<file path="config.mk">
export PLATFORM = sky130hd
export DESIGN_NAME = cordic_sincos_q16
export DESIGN_NICKNAME = d
export VERILOG_FILES = /design/src/rtl/cordic_sincos_q16.sv
export SDC_FILE = /design/constraint.sdc
export NUM_CORES = 1
export LEC_CHECK = 0
export ABC_CLOCK_PERIOD_IN_PS = 7900
export CAP_MARGIN = 5
export CELL_PAD_IN_SITES_DETAIL_PLACEMENT = 0
export CELL_PAD_IN_SITES_GLOBAL_PLACEMENT = 1
export CORE_AREA = 2 2 288 290
export DETAILED_ROUTE_END_ITERATION = 12
export DIE_AREA = 0 0 290 292
export PLACE_DENSITY_LB_ADDON = 0.1
export SLEW_MARGIN = 0
export SYNTH_ARGS = -nofsm -noshare
export SYNTH_HDL_FRONTEND = slang
export SYNTH_SLANG_ARGS = --single-unit
</file>
<file path="constraint.sdc">
create_clock -name clk -period 7.9 [get_ports clk]
set_input_delay 2.37 -clock clk [delete_from_list [all_inputs] [get_ports clk]]
set_output_delay 2.37 -clock clk [all_outputs]
set_load 0.01 [all_outputs]
</file>
<file path="src/rtl/cordic_sincos_q16.sv">
// Iterative rotation-mode CORDIC: first-quadrant Q16.16 degree angle in, Q16.16 sin/cos of the
// original (quadrant/sign-restored) angle out, one micro-rotation per clock.
module cordic_sincos_q16 #(
   parameter int ITER   = 16,
   parameter int X_INIT = 39797
) (
   input  logic        clk,
   input  logic        rst,
   input  logic        in_valid,
   input  logic [31:0] theta_in,
   input  logic [1:0]  kuadran,
   input  logic        isNegative,
   output logic        in_ready,
   output logic        busy,
   output logic [31:0] sin_out,
   output logic [31:0] cos_out,
   output logic        out_valid
);

   typedef enum logic [1:0] {S_IDLE, S_ROTATE, S_CORRECT} state_t;

   localparam logic signed [33:0] THETA_MAX = 34'sd5898240;
   localparam logic signed [33:0] UNIT      = 34'sd65536;

   state_t             state_q;
   logic signed [33:0] x_q, y_q, z_q;
   logic [4:0]         iter_q;
   logic               quad2_q, neg_q;
   logic [31:0]        sin_q, cos_q;
   logic               valid_q;

   logic signed [31:0] theta_s;
   logic signed [33:0] theta_clamp_d;
   logic signed [33:0] atan_d, x_rot_d, y_rot_d, z_rot_d;
   logic signed [31:0] s_sat_d, c_sat_d;

   // Only the Q1/Q2 distinction matters downstream; bit 1 carries no information here.
   logic unused_kuadran;
   assign unused_kuadran = kuadran[1];

   function automatic logic signed [33:0] atan_lut(input logic [4:0] i);
      case (i)
         5'd0:    atan_lut = 34'sd2949120;
         5'd1:    atan_lut = 34'sd1740967;
         5'd2:    atan_lut = 34'sd919879;
         5'd3:    atan_lut = 34'sd466945;
         5'd4:    atan_lut = 34'sd234379;
         5'd5:    atan_lut = 34'sd117304;
         5'd6:    atan_lut = 34'sd58666;
         5'd7:    atan_lut = 34'sd29335;
         5'd8:    atan_lut = 34'sd14668;
         5'd9:    atan_lut = 34'sd7334;
         5'd10:   atan_lut = 34'sd3667;
         5'd11:   atan_lut = 34'sd1833;
         5'd12:   atan_lut = 34'sd917;
         5'd13:   atan_lut = 34'sd458;
         5'd14:   atan_lut = 34'sd229;
         5'd15:   atan_lut = 34'sd115;
         default: atan_lut = 34'sd0;
      endcase
   endfunction

   function automatic logic signed [31:0] sat_unit(input logic signed [33:0] v);
      if (v > UNIT)
         sat_unit = 32'sd65536;
      else if (v < -UNIT)
         sat_unit = -32'sd65536;
      else
         sat_unit = v[31:0];
   endfunction

   always_comb begin
      theta_s       = theta_in;
      theta_clamp_d = {{2{theta_s[31]}}, theta_s};
      if (theta_s < 0)
         theta_clamp_d = '0;
      else if (theta_clamp_d > THETA_MAX)
         theta_clamp_d = THETA_MAX;

      atan_d = atan_lut(iter_q);
      // Rotate toward z = 0: positive residual angle means rotate counter-clockwise.
      if (z_q >= 0) begin
         x_rot_d = x_q - (y_q >>> iter_q);
         y_rot_d = y_q + (x_q >>> iter_q);
         z_rot_d = z_q - atan_d;
      end else begin
         x_rot_d = x_q + (y_q >>> iter_q);
         y_rot_d = y_q - (x_q >>> iter_q);
         z_rot_d = z_q + atan_d;
      end

      s_sat_d = sat_unit(y_q);
      c_sat_d = sat_unit(x_q);
   end

   always_ff @(posedge clk) begin
      if (rst) begin
         state_q <= S_IDLE;
         x_q     <= '0;
         y_q     <= '0;
         z_q     <= '0;
         iter_q  <= '0;
         quad2_q <= 1'b0;
         neg_q   <= 1'b0;
         sin_q   <= '0;
         cos_q   <= '0;
         valid_q <= 1'b0;
      end else begin
         valid_q <= 1'b0;
         case (state_q)
            S_IDLE: begin
               if (in_valid) begin
                  x_q     <= 34'(X_INIT);
                  y_q     <= '0;
                  z_q     <= theta_clamp_d;
                  iter_q  <= '0;
                  quad2_q <= kuadran[0];
                  neg_q   <= isNegative;
                  state_q <= S_ROTATE;
               end
            end
            S_ROTATE: begin
               x_q    <= x_rot_d;
               y_q    <= y_rot_d;
               z_q    <= z_rot_d;
               iter_q <= iter_q + 5'd1;
               if (iter_q == 5'(ITER - 1))
                  state_q <= S_CORRECT;
            end
            S_CORRECT: begin
               // Q2 mirror flips cosine only; a negative original angle flips sine only.
               cos_q   <= quad2_q ? -c_sat_d : c_sat_d;
               sin_q   <= neg_q ? -s_sat_d : s_sat_d;
               valid_q <= 1'b1;
               state_q <= S_IDLE;
            end
            default: state_q <= S_IDLE;
         endcase
      end
   end

   assign in_ready  = (state_q == S_IDLE);
   assign busy      = ~in_ready;
   assign sin_out   = sin_q;
   assign cos_out   = cos_q;
   assign out_valid = valid_q;

endmodule

</file>
* After elaboration in Yosys (flattened, before gate mapping)
Memories as Yosys holds them, arrays and structs flattened. A register that Yosys moved wholly into a read port is not among the register bits.
Cells that the tools add are included.
** Operators by class
- Add/subtract/negate cells :: 9
- $mul :: 0
- Div/mod/pow operators :: 0
- $lt $le $gt $ge :: 7
- Equal/unequal tests :: 5
- Shift operators :: 2
- Mux-type cells :: 26
- Bitwise operators :: 1
- Reduce and logical (&&, ||, !) cells :: 5
** Operators by type and width (count)
- 2-to-1 mux 34 bit :: 9
- one-hot mux 34 bit (2 select lines) :: 3
- 2-to-1 mux 32 bit :: 6
- adder 34 bit :: 3
- subtractor 34 bit :: 3
- greater-than comparator 34 x 18 -> 1 bit, second input constant :: 2
- < comparator 34 x 17 -> 1 bit, second input constant :: 2
- >>> shifter 34 x 5 -> 34 bit :: 2
- negation 32 bit :: 2
- >= comparator 34 x 1 -> 1 bit, second input constant :: 1
- greater-than comparator 32 x 24 -> 1 bit, second input constant :: 1
- < comparator 32 x 1 -> 1 bit, second input constant :: 1
- one-hot mux 5 bit (2 select lines) :: 1
- 2-to-1 mux 4 bit :: 2
- AND reduction 2 bit :: 3
- adder 5 x 1 -> 5 bit, second input constant :: 1
- equality test 5 x 4 -> 1 bit, second input constant :: 1
- 2-to-1 mux 5 bit :: 1
- 2-to-1 mux 2 bit :: 2
- != test 2 bit, second input constant :: 2
- one-hot mux 2 bit (2 select lines) :: 1
- equality test 2 x 1 -> 1 bit, second input constant :: 1
- equality test 2 bit, second input constant :: 1
- logical NOT 2 bit :: 1
- 3 further kinds :: 3
** Word-level totals
- Register bits after elaboration :: 176
- Latch bits :: 0
- RAM bits :: 0
- Memory bits (read-only) :: 352
- Memories :: 1
** Memories
- (no name shown) :: words 16, bits a word 22, rd ports 1, clocked after memory_dff 1, write ports 0, RTL line 42 : case (i)

* Depth between registers and ports, before layout
Gate-level depths: netlist of the first run.
- Depth in word-level cells :: 5
- Gate-level depth with buffers :: 30
- Mapped depth without buffers :: 24

* Least setup slack after synthesis of the first run
OpenSTA, ideal clock, no wires.
- Path kind :: register to register
- Start point :: register iter_q[4]
- End point :: register y_q[32]
- Data arrival time :: 5.428 ns
- Required time :: 7.771 ns
- Setup slack :: 2.343 ns
- Stages on the path, launching flop included :: 29
- Buffers on the path :: 9
- Path through :: dfxtp_1 -> buf_6 -> buf_6 -> buf_6 -> buf_4 -> clkbuf_1 -> clkbuf_1 -> clkbuf_1 -> buf_1 -> clkbuf_1 -> a21o_1 -> ha_1 -> nand3_1 -> nand2b_1 -> o31ai_1 -> xor2_1 -> ha_1 -> a21oi_1 -> o211ai_1 -> or3_1 -> o32ai_1 -> a21oi_1 -> a21oi_1 -> o22ai_1 -> o31ai_1 -> a21oi_1 -> a21oi_1 -> xor2_1 -> o21ai_0
** On the way
- Longest elaborated chain between the ends :: 4
- Elaborated cells on any way between the ends :: 5
** Ends and longest elaborated chain
- from (decl) :: RTL line 27 : logic [4:0] iter_q;
- from (signal assigned) :: RTL line 126 : iter_q <= iter_q + 5'd1;
- >>> shifter 34 x 5 -> 34 bit * :: RTL line 84, 88
- subtractor 34 bit / adder 34 bit (equally long branches) :: RTL line 88, 84
- 2-to-1 mux 34 bit * :: RTL line 82 : if (z_q >= 0) begin
- one-hot mux 34 bit (2 select lines) * :: RTL line 110 : case (state_q)
- to (signal assigned) :: RTL line 124 : y_q <= y_rot_d;
- to (decl) :: RTL line 26 : logic signed [33:0] x_q, y_q, z_q;
Every way passes the cells marked *; elsewhere a longest branch is shown, timed or not.
A chain may end at the register's enable or synchronous reset.

* Worst setup path in the final report of the first run
- Start point :: register iter_q[1]
- End point :: register x_q[33]
** On the way
- Longest elaborated chain between the ends :: 4
- Elaborated cells on any way between the ends :: 5
** Ends and longest elaborated chain
- >>> shifter 34 x 5 -> 34 bit * :: RTL line 83, 87
- adder 34 bit / subtractor 34 bit (equally long branches) :: RTL line 87, 83
- 2-to-1 mux 34 bit * :: RTL line 82
- one-hot mux 34 bit (2 select lines) * :: RTL line 110
- to (signal assigned) :: RTL line 113 : x_q <= 34'(X_INIT);
- to (signal assigned) :: RTL line 123 : x_q <= x_rot_d;
- to (decl) :: RTL line 26
Marked as above.

==> run_results.csv, run 1 <==
group,metric,value,unit
run_status,status,"complete, no violations",
layout,finish.instance_area,0.0227,mm²
timing,fin_crit,7.08,ns
yosys,avgSynthCellArea,7.85,µm²
worst_setup_path,critical_path_class,"flip-flop to flip-flop",
worst_setup_path,worstSetupStartpointType,"flip-flop",
min_path,hold_class,"flip-flop to flip-flop",
pwr,p_total,7720,µW
clock_network,cts.sinks,198,
drt,drtPass1Iterations,5,
timing,hold_violations,0,
drt,wl,79700,µm
drt,wl_per_cell,21.9,µm
layout,fin_util,0.279,
drt,vias,19500,
worst_setup_path,worst_setup_path_end_kind,"flip-flop",
floorplan,io_pins,105,
drt,drtIter0Drc,1423,
floorplan,core,0.0816,mm²
floorplan,die-area,0.0847,mm²
grt,grt_max_degree,141,
yosys,synthFlopType,"dfxtp_1",
layout,nNetsFinal,2708,
timing,rsz0062_at_grt,"false",
flow_run,cap_violations,0,
clock_network,cts_buffer_depth,2,
timing,slew_headroom,0.170,
timing,finalMaxSlewViolations,0,
yosys,postSynthCellCount,2587,
timing,finalClockSkew,0.0241,ns
grt,grt_pass1_wl,121000,µm
clock_network,postCtsHoldBufs,0,
clock_network,cts_resized,0,
floorplan,fp.dieH,292,µm
floorplan,start_util,0.249,
timing,finalCritPeriodShare,0.896,
place,post_dp_cell_area,0.0221,mm²
drt,avgViaCountPerCell,5.36,
clock_network,cts-buffers-inserted,17,
worst_setup_path,worstPathMaxFanout,50,
clock_network,cts_root_buffer,"clkbuf_16",
layout,regArea,0.00398,mm²
yosys,synth_edf_count,0,
grt,grt-ovfl-total,0,
yosys,netlist_area,0.0203,mm²
layout,diodes,0,
place,dp_hpwl,59600,µm
timing,setup_viol,0,
place,gp_congestion,0.874,
grt,grt_pass1_vias,18900,
worst_setup_path,crit_arrival,7.52,ns
yosys,async_reset_ff_frac,0,
drt,ant_nets,0,
floorplan,fp.dieW,290,µm
grt,grtUsageTotal,0.185,
layout,fill_cells,8853,
layout,multi_input_area,0.0152,mm²
clock_network,post-cts-setup-buffers,0,
place,io_buffers,103,
pwr,cellPowerDensity,340,mW/mm²
layout,mostFrequentLayoutCells,"275 x nand2_1, 261 x nor2_1, 192 x dfxtp_1, 190 x o21ai_0, 181 x a21oi_1",
drt,drc_errors,0,
clock_network,cts_tree,"done",
worst_setup_path,cp.required,8.34,ns
yosys,synth.yosys.seq_area_share,0.195,
pwr,p_leak,0.00852,µW
timing,final.setup.tns,0,ns
clock_network,clock_latency,0.52,ns
pwr,ir_drop,187,µV
floorplan,row_count,105,
clock_network,clk_pin_slew_worst_paths,0.08,ns
layout,mostFrequentLayoutCell,"nand2_1",
timing,max_freq,0.141,GHz
clock_network,cts_max_level,4,
yosys,ys_warn_count,0,
layout,area_growth,12.0,%
yosys,ys_types,95,
grt,antenna_found_initial,2,
layout,drive_above_1_share,0.0962,
yosys,yosys_register_bits,198,
timing,worstMarginPinSlew,1.24,ns
yosys,synth_fp_nets,2740,
## power by group
part           switching, µW  internal (µW)  total, µW
clock network            509            463        972
registers                390           1140       1530
logic                   2990           2240       5220
total                   3880           3840       7720
## area by class of cell
| type | count | area share |
|---|---|---|
| clock inverters | 14 | 0.00754 |
| flip-flops and latches | 198 | 0.175 |
| clock buffers | 18 | 0.0193 |
| inverters | 60 | 0.00991 |
| multi-input cells | 2128 | 0.667 |
| repair buffers | 150 | 0.0624 |
| well taps | 1070 | 0.0589 |
## metrics by stage
step                setup slack (ns)  hold WS (ns)  cells
floorplan                       2.34         0.432   2587
global placement               0.848         0.443   3606
detailed placement             0.873         0.449   3606
CTS                            0.813         0.459   3638
global route                   0.303         0.472   3638
finish                         0.824         0.456   3638
## worst max-delay path, stage by stage (launching register included)
cell      delay (ns)
dfxtp_4         0.88
buf_4           0.40
mux4_1          0.68
mux2i_1         0.38
o221ai_1        0.22
nor2_1          0.26
ha_1            0.24
nand4_1         0.16
or2_2           0.43
nand4b_1        0.27
nor3_1          0.38
mux2i_1         0.23
nor2_1          0.08
ha_1            0.35
nor2b_1         0.20
nor4_1          0.06
nor3_1          0.28
a21oi_1         0.11
o31a_1          0.16
a211oi_1        0.49
a211oi_1        0.20
xnor2_1         0.25
a21oi_1         0.09
o22ai_1         0.14
## worst paths after layout
path / to / depth (start not counted) / startpoint / slack [ns]
setup reg to reg: x_q[33] / 23 / iter_q[1] / 0.82
setup / recovery: x_q[33] / 23 / iter_q[1] / 0.82
hold / removal: cos_out[5] / 2 / cos_out[5] / 0.46
hold reg to reg: cos_out[5] / 2 / cos_out[5] / 0.46
## synthesized netlist by cell type (all sizes together) (7+ instances only)
master / count / share of area
a21oi: 181 / 0.045
o21a: 39 / 0.014
a31oi: 12 / 0.0037
xnor2: 111 / 0.048
o221ai: 7 / 0.0030
mux2i: 60 / 0.030
or4: 11 / 0.0041
inv: 57 / 0.011
and3: 15 / 0.0046
o31ai: 30 / 0.011
nor3: 82 / 0.022
mux2: 28 / 0.016
a221oi: 25 / 0.012
a211oi: 37 / 0.014
ha: 112 / 0.069
nor4: 21 / 0.0068
nand2: 275 / 0.051
nor2b: 23 / 0.0071
o211ai: 16 / 0.0059
nand3: 71 / 0.018
or3: 8 / 0.0025
dfxtp: 198 / 0.20
o22ai: 15 / 0.0046
xor2: 60 / 0.026
a22oi: 49 / 0.018
or2: 22 / 0.0069
and2: 13 / 0.0040
a32oi: 8 / 0.0035
buf: 66 / 0.024
mux4: 88 / 0.099
o31a: 7 / 0.0030
o21bai: 15 / 0.0055
nand4: 20 / 0.0062
clkbuf: 135 / 0.025
o41ai: 9 / 0.0043
o21ai: 201 / 0.050
nor2: 264 / 0.049
a22o: 7 / 0.0030
a21o: 54 / 0.020
nand2b: 46 / 0.014
## per-layer routing
metal  wire length (µm)  vias up  global-route usage
li1                   -     9476                   -
met1              38500     9544               0.257
met2              37000      403               0.306
met3               2970       62              0.0215
met4               1260        0              0.0456
met5                  0        -                   0
## kinds of logic after synthesis
family          count (synthesis)  synth area share
simple gates                  897             0.208
fa+ha+maj                     115            0.0720
mux                           176             0.144
buf+inv                       261            0.0604
xor+xnor                      171            0.0738
flops                         198             0.195
compound gates                769             0.246
Note: power is estimated with default switching activity, not from simulation.
==> inputs of run 2 (changes only) <==
--- a/config.mk
+++ b/config.mk
@@ -5,7 +5,7 @@
 export SDC_FILE = /design/constraint.sdc
 export NUM_CORES = 1
 export LEC_CHECK = 0
-export ABC_CLOCK_PERIOD_IN_PS = 7900
+export ABC_CLOCK_PERIOD_IN_PS = 6300
 export CAP_MARGIN = 5
 export CELL_PAD_IN_SITES_DETAIL_PLACEMENT = 0
 export CELL_PAD_IN_SITES_GLOBAL_PLACEMENT = 1
==> constraint.sdc (replaced) <==
create_clock -name clk -period 6.3 [get_ports clk]
set_input_delay 1.89 -clock clk [delete_from_list [all_inputs] [get_ports clk]]
set_output_delay 1.89 -clock clk [all_outputs]
set_load 0.01 [all_outputs]
==> run 2 against run 1 <==
  * Worst setup slack worse by 0.51 ns
  * Count of clock-buffer cells in the layout down 1
  * Flip-flop and latch count unchanged
  * First-iteration DRC count up 8.1%
  * Via count up 5.6%
  * Utilization up 2.3 points
  * Combinational power up 46%
  * Register-to-register slack worse by 0.51 ns
  * Critical path depth up 3
  * Cell count up 6.1%
  * Critical path type unchanged
  * Die area unchanged
  * Design area up 8.1%
==> run_results.csv, run 2 (synthesis results as in run 1) <==
group,metric,value,unit
clock_network,clk_pin_slew_worst_paths,0.09,ns
clock_network,cts.sinks,198,
drt,ant_nets,0,
worst_setup_path,worstPathMaxFanout,16,
worst_setup_path,cp_num_buf_inv,4,
layout,drive_above_1_share,0.175,
layout,finish.instance_area,0.0246,mm²
place,dp_hpwl,63900,µm
floorplan,start_util,0.249,
grt,grt_max_degree,71,
pwr,ir_drop,228,µV
place,gp_congestion,0.880,
layout,mostFrequentLayoutCell,"nand2_1",
worst_setup_path,cp.required,6.70,ns
pwr,cellPowerDensity,433,mW/mm²
worst_setup_path,slowest_stage,"mux4_2",
drt,avgViaCountPerCell,5.33,
grt,grtUsageTotal,0.193,
floorplan,core,0.0816,mm²
place,dp_slack,0.0921,ns
worst_setup_path,worst_setup_path_end_kind,"flip-flop",
drt,drc_errors,0,
timing,setup_viol,0,
drt,route.met2.wl,38700,µm
timing,finalCritPeriodShare,0.951,
drt,wl,83600,µm
worst_setup_path,cp_common_cell,"a21oi_1",
place,io_buffers,103,
clock_network,postCtsHoldBufs,0,
pwr,p_leak,0.00966,µW
floorplan,io_pins,105,
floorplan,row_count,105,
clock_network,clock_latency,0.54,ns
grt,grt_pass1_wl,126000,µm
worst_setup_path,worst_path_largest_cell_delay,0.58,ns
timing,slew_headroom,0.185,
worst_setup_path,worstSetupStartpointType,"flip-flop",
layout,fill_cells,8784,
timing,worst_slack,0.310,ns
clock_network,cts_tree,"done",
floorplan,fp.dieH,292,µm
timing,rsz0062_at_grt,"false",
clock_network,cts_max_level,4,
timing,fin_hold_ws,0.455,ns
timing,finalMaxSlewViolations,0,
grt,antenna_found_initial,1,
worst_setup_path,crit_arrival,6.39,ns
clock_network,cts-buffers-inserted,17,
clock_network,cts_root_buffer,"clkbuf_16",
flow_run,cap_violations,0,
drt,routed-wl-met3,2660,µm
timing,finalClockSkew,0.0329,ns
clock_network,cts_buffer_depth,2,
floorplan,fp.dieW,290,µm
run_status,status,"complete, no violations",
grt,grt_pass1_vias,20000,
drt,m1WireLength,40500,µm
timing,fin_crit,5.99,ns
drt,drtPass1Iterations,5,
layout,fin_util,0.301,
drt,topRoutingLayerUsed,"met4",
timing,hold_violations,0,
drt,vias,20600,
grt,grt-ovfl-total,0,
drt,drtIter0Drc,1538,
min_path,hold_class,"flip-flop to flip-flop",
drt,wl_per_cell,21.7,µm
layout,nNetsFinal,2929,
floorplan,die-area,0.0847,mm²
timing,worstMarginPinSlew,1.21,ns
layout,area_growth,21.1,%
timing,final.setup.tns,0,ns
timing,max_freq,0.167,GHz
place,post_dp_cell_area,0.0237,mm²
worst_setup_path,crit_family,"compound AO/OA/AOI/OAI gates",
worst_setup_path,critical_path_class,"flip-flop to flip-flop",
layout,diodes,0,
layout,mostFrequentLayoutCells,"275 x nand2_1, 260 x nor2_1, 258 x buf_4, 192 x dfxtp_1, 187 x o21ai_0",
run 2: cell count changes in the layout (fill, tap and decap cells not counted), sizes merged:
| cell | delta |
|---|---|
| inv | -2 |
| clkinvlp | -1 |
| clkinv | +4 |
| buf | +220 |
run 2: path summary, 6_finish.rpt:
check                            startpoint           to  slack (ns)  cells past startpoint
worst min-delay path            cos_out[11]  cos_out[11]        0.45                      2
worst max-delay path              iter_q[1]      y_q[32]        0.31                     26
worst max register to register    iter_q[1]      y_q[32]        0.31                     26
worst min register to register  cos_out[11]  cos_out[11]        0.45                      2
run 2: worst register-to-register path, cell delays in order, from the launching register on:
cell and delay, ns:
dfxtp_4 0.47, buf_16 0.20, mux4_2 0.61, mux2i_4 0.23, nand2_1 0.09, a31o_2 0.34, or4_1 0.57, and3b_1 0.25
nand3_1 0.11, nand2_1 0.10, xor2_1 0.25, ha_1 0.29, a21oi_1 0.20, o211ai_1 0.15, or3_1 0.36, o32ai_1 0.11
a21oi_1 0.08, buf_4 0.15, a21oi_1 0.17, buf_4 0.16, o22ai_1 0.13, o31ai_1 0.23, buf_4 0.16, a21oi_1 0.06
a21oi_1 0.17, xor2_1 0.15, o21ai_0 0.08
run 2: through the flow:
| stage | total power, µW | cells |
|---|---|---|
| floorplan | 6780 | 2587 |
| global placement | 9290 | 3814 |
| detailed placement | 9300 | 3814 |
| CTS | 10600 | 3846 |
| global route | 11600 | 3859 |
| finish | 10600 | 3859 |
run 2: what timing repair did:
item                                    4_1_cts  5_1_grt
endpoints found under the setup margin        0       13
buffers inserted                              0       12
resized for setup                             0       31
run 2: final cells by class:
type | count | area, µm² | area share
Sequential cell | 198 | 3980 | 0.162
Tap cell | 1070 | 1340 | 0.0545
Multi-Input combinational cell | 2128 | 15300 | 0.621
Timing Repair Buffer | 371 | 3170 | 0.129
Clock buffer | 17 | 425 | 0.0173
Inverter | 60 | 225 | 0.00916
Clock inverter | 15 | 183 | 0.00743
run 2: per-layer routing:
layer	GRT usage	vias up
li1	-	9881
met1	0.266	10200
met2	0.318	446
met3	0.0226	79
met4	0.0534	0
met5	0	-
run 2: report_power, final:
| group | internal [µW] | leakage [µW] | switching, µW |
|---|---|---|---|
| sequential | 1430 | 0.00162 | 363 |
| combinational | 3460 | 0.00775 | 4160 |
| clock | 569 | 0.000294 | 658 |
| total | 5460 | 0.00966 | 5180 |
==> inputs of run 3 (changes only) <==
--- a/config.mk
+++ b/config.mk
@@ -5,7 +5,7 @@
 export SDC_FILE = /design/constraint.sdc
 export NUM_CORES = 1
 export LEC_CHECK = 0
-export ABC_CLOCK_PERIOD_IN_PS = 6300
+export ABC_CLOCK_PERIOD_IN_PS = 6200
 export CAP_MARGIN = 5
 export CELL_PAD_IN_SITES_DETAIL_PLACEMENT = 0
 export CELL_PAD_IN_SITES_GLOBAL_PLACEMENT = 1
==> constraint.sdc (replaced) <==
create_clock -name clk -period 6.2 [get_ports clk]
set_input_delay 1.86 -clock clk [delete_from_list [all_inputs] [get_ports clk]]
set_output_delay 1.86 -clock clk [all_outputs]
set_load 0.01 [all_outputs]
==> run 3 against run 2 <==
  * Via count barely moved
  * Highest routed layer unchanged
  * Clock power hardly changed
  * Sequential share of layout area decreased by 0.22 points
  * Critical path depth grew 2
  * Count of clock-buffer cells in the layout is the same
  * Maximum frequency up 1.4%
  * Largest power group unchanged
==> run_results.csv, run 3 (synthesis results as in run 1) <==
group,metric,value,unit
run_status,status,"complete, no violations",
layout,area_growth,22.8,%
timing,finalMaxSlewViolations,0,
drt,vias,20600,
clock_network,postCtsHoldBufs,0,
layout,mostFrequentLayoutCells,"294 x buf_4, 275 x nand2_1, 260 x nor2_1, 192 x dfxtp_1, 185 x o21ai_0",
clock_network,cts_max_level,4,
pwr,cellPowerDensity,438,mW/mm²
floorplan,fp.dieW,290,µm
clock_network,cts.sinks,198,
grt,grtUsageTotal,0.194,
timing,fin_crit,5.91,ns
timing,slew_headroom,0.238,
drt,avgViaCountPerCell,5.28,
grt,grt-ovfl-total,0,
floorplan,core,0.0816,mm²
pwr,p_clk_frac,0.112,
drt,wl_per_cell,21.6,µm
timing,max_freq,0.169,GHz
drt,drtIter0Drc,1513,
clock_network,cts_buffer_depth,2,
place,io_buffers,103,
min_path,hold_class,"flip-flop to flip-flop",
worst_setup_path,worstSetupStartpointType,"flip-flop",
pwr,seqPwrFrac,0.166,
worst_setup_path,critical_path_class,"flip-flop to flip-flop",
grt,antenna_found_initial,0,
worst_setup_path,cp_num_buf_inv,7,
place,gp_congestion,0.891,
timing,finalCritPeriodShare,0.952,
timing,final.setup.tns,0,ns
pwr,switching_share,0.482,
floorplan,die-area,0.0847,mm²
drt,ant_nets,0,
clock_network,cts_tree,"done",
worst_setup_path,cp.required,6.61,ns
pwr,p_sw,5270,µW
drt,wl,84100,µm
worst_setup_path,worstPathMaxFanout,13,
layout,drive_above_1_share,0.187,
worst_setup_path,reg2regPathDepth,28,
timing,finalClockSkew,0.0250,ns
floorplan,io_pins,105,
layout,mostFrequentLayoutCell,"buf_4",
place,dp_slack,0.0800,ns
worst_setup_path,crit_family,"compound AO/OA/AOI/OAI gates",
timing,worst_slack,0.295,ns
worst_setup_path,worst_path_largest_cell_delay,0.57,ns
grt,grt_pass1_vias,20200,
worst_setup_path,r2r_slack,0.29,ns
layout,nNetsFinal,2969,
timing,hold_violations,0,
drt,drtPass1Iterations,5,
grt,grt_pass1_wl,127000,µm
min_path,holdCritStartpoint,"sin_out[5]",
floorplan,row_count,105,
grt,grt_max_degree,90,
floorplan,start_util,0.249,
place,dp_hpwl,64400,µm
worst_setup_path,worst_setup_path_end_kind,"flip-flop",
worst_setup_path,slowest_stage,"mux4_2",
clock_network,cts-buffers-inserted,17,
pwr,comb_power_share,0.722,
pwr,ir_drop,261,µV
worst_setup_path,r2r-end,"y_q[32]",
floorplan,fp.dieH,292,µm
worst_setup_path,cp_common_cell,"buf_4",
drt,drc_errors,0,
flow_run,cap_violations,0,
timing,worstMarginPinSlew,1.14,ns
min_path,whs_endpoint,"sin_out[5]",
clock_network,cts_root_buffer,"clkbuf_16",
worst_setup_path,crit_arrival,6.32,ns
clock_network,clk_pin_slew_worst_paths,0.09,ns
pwr,intPower,5650,µW
worst_setup_path,r2r-start,"iter_q[0]",
min_path,hold_depth,2,
timing,setup_viol,0,
clock_network,clock_latency,0.54,ns
pwr,p_leak,0.00987,µW
## run 3: metal layers
metal / share of wire / vias to the layer above / track usage
met5: 0 / - / 0
met4: 0.018 / 0 / 0.0469
met3: 0.036 / 67 / 0.0273
met2: 0.45 / 390 / 0.315
met1: 0.49 / 10100 / 0.271
li1: - / 9986 / -
## run 3: power groups by stage
stage | clock [µW] | combinational [µW] | sequential, µW
after floorplan | 0 | 5290 | 1600
after detailed placement | 0 | 7740 | 1850
after CTS | 1280 | 7810 | 1820
after global routing | 1320 | 8730 | 1850
final | 1220 | 7890 | 1810
after global placement | 0 | 7750 | 1840
## run 3: worst max path at each step
stage,startpoint,to,slack (ns),cells past startpoint
floorplan,iter_q[4],y_q[32],0.64,28
global placement,iter_q[1],y_q[33],0.04,26
detailed placement,iter_q[1],y_q[32],0.08,27
CTS,iter_q[0],x_q[26],0.04,25
global route,iter_q[0],y_q[30],-0.009,29
finish,iter_q[0],y_q[32],0.29,28
## run 3: what timing repair did
item / CTS / global route
gates resized for setup: 0 / 33
endpoints found under the setup margin: 0 / 18
buffers inserted: 0 / 14
## run 3: cell type report
class,count,area (µm²)
tap,1070,1340
sequential,198,3980
timing repair buffer,411,3520
inverter,60,229
clock buffer,17,425
fill,8742,56700
antenna,2,5.00
clock inverter,15,179
multi-input combinational,2128,15200
## run 3: per-stage QoR
| stage | hold slack, ns | power, µW | utilization | area (µm²) | std cells |
|---|---|---|---|---|---|
| 5_1_grt | 0.477 | 11900 | 0.306 | 24900 | 3899 |
| 3_5_place_dp | 0.450 | 9590 | 0.295 | 24000 | 3852 |
| 6_report | 0.455 | 10900 | 0.306 | 24900 | 3901 |
| 4_1_cts | 0.460 | 10900 | 0.302 | 24600 | 3884 |
| 3_3_place_gp | 0.447 | 9590 | 0.295 | 24000 | 3852 |
| 2_1_floorplan | 0.432 | 6890 | - | 20300 | 2587 |
## run 3: worst min-delay path: stages (launching register included)
cell	delay, ns
dfxtp_1	0.31
nand2_1	0.05
a21oi_1	0.05
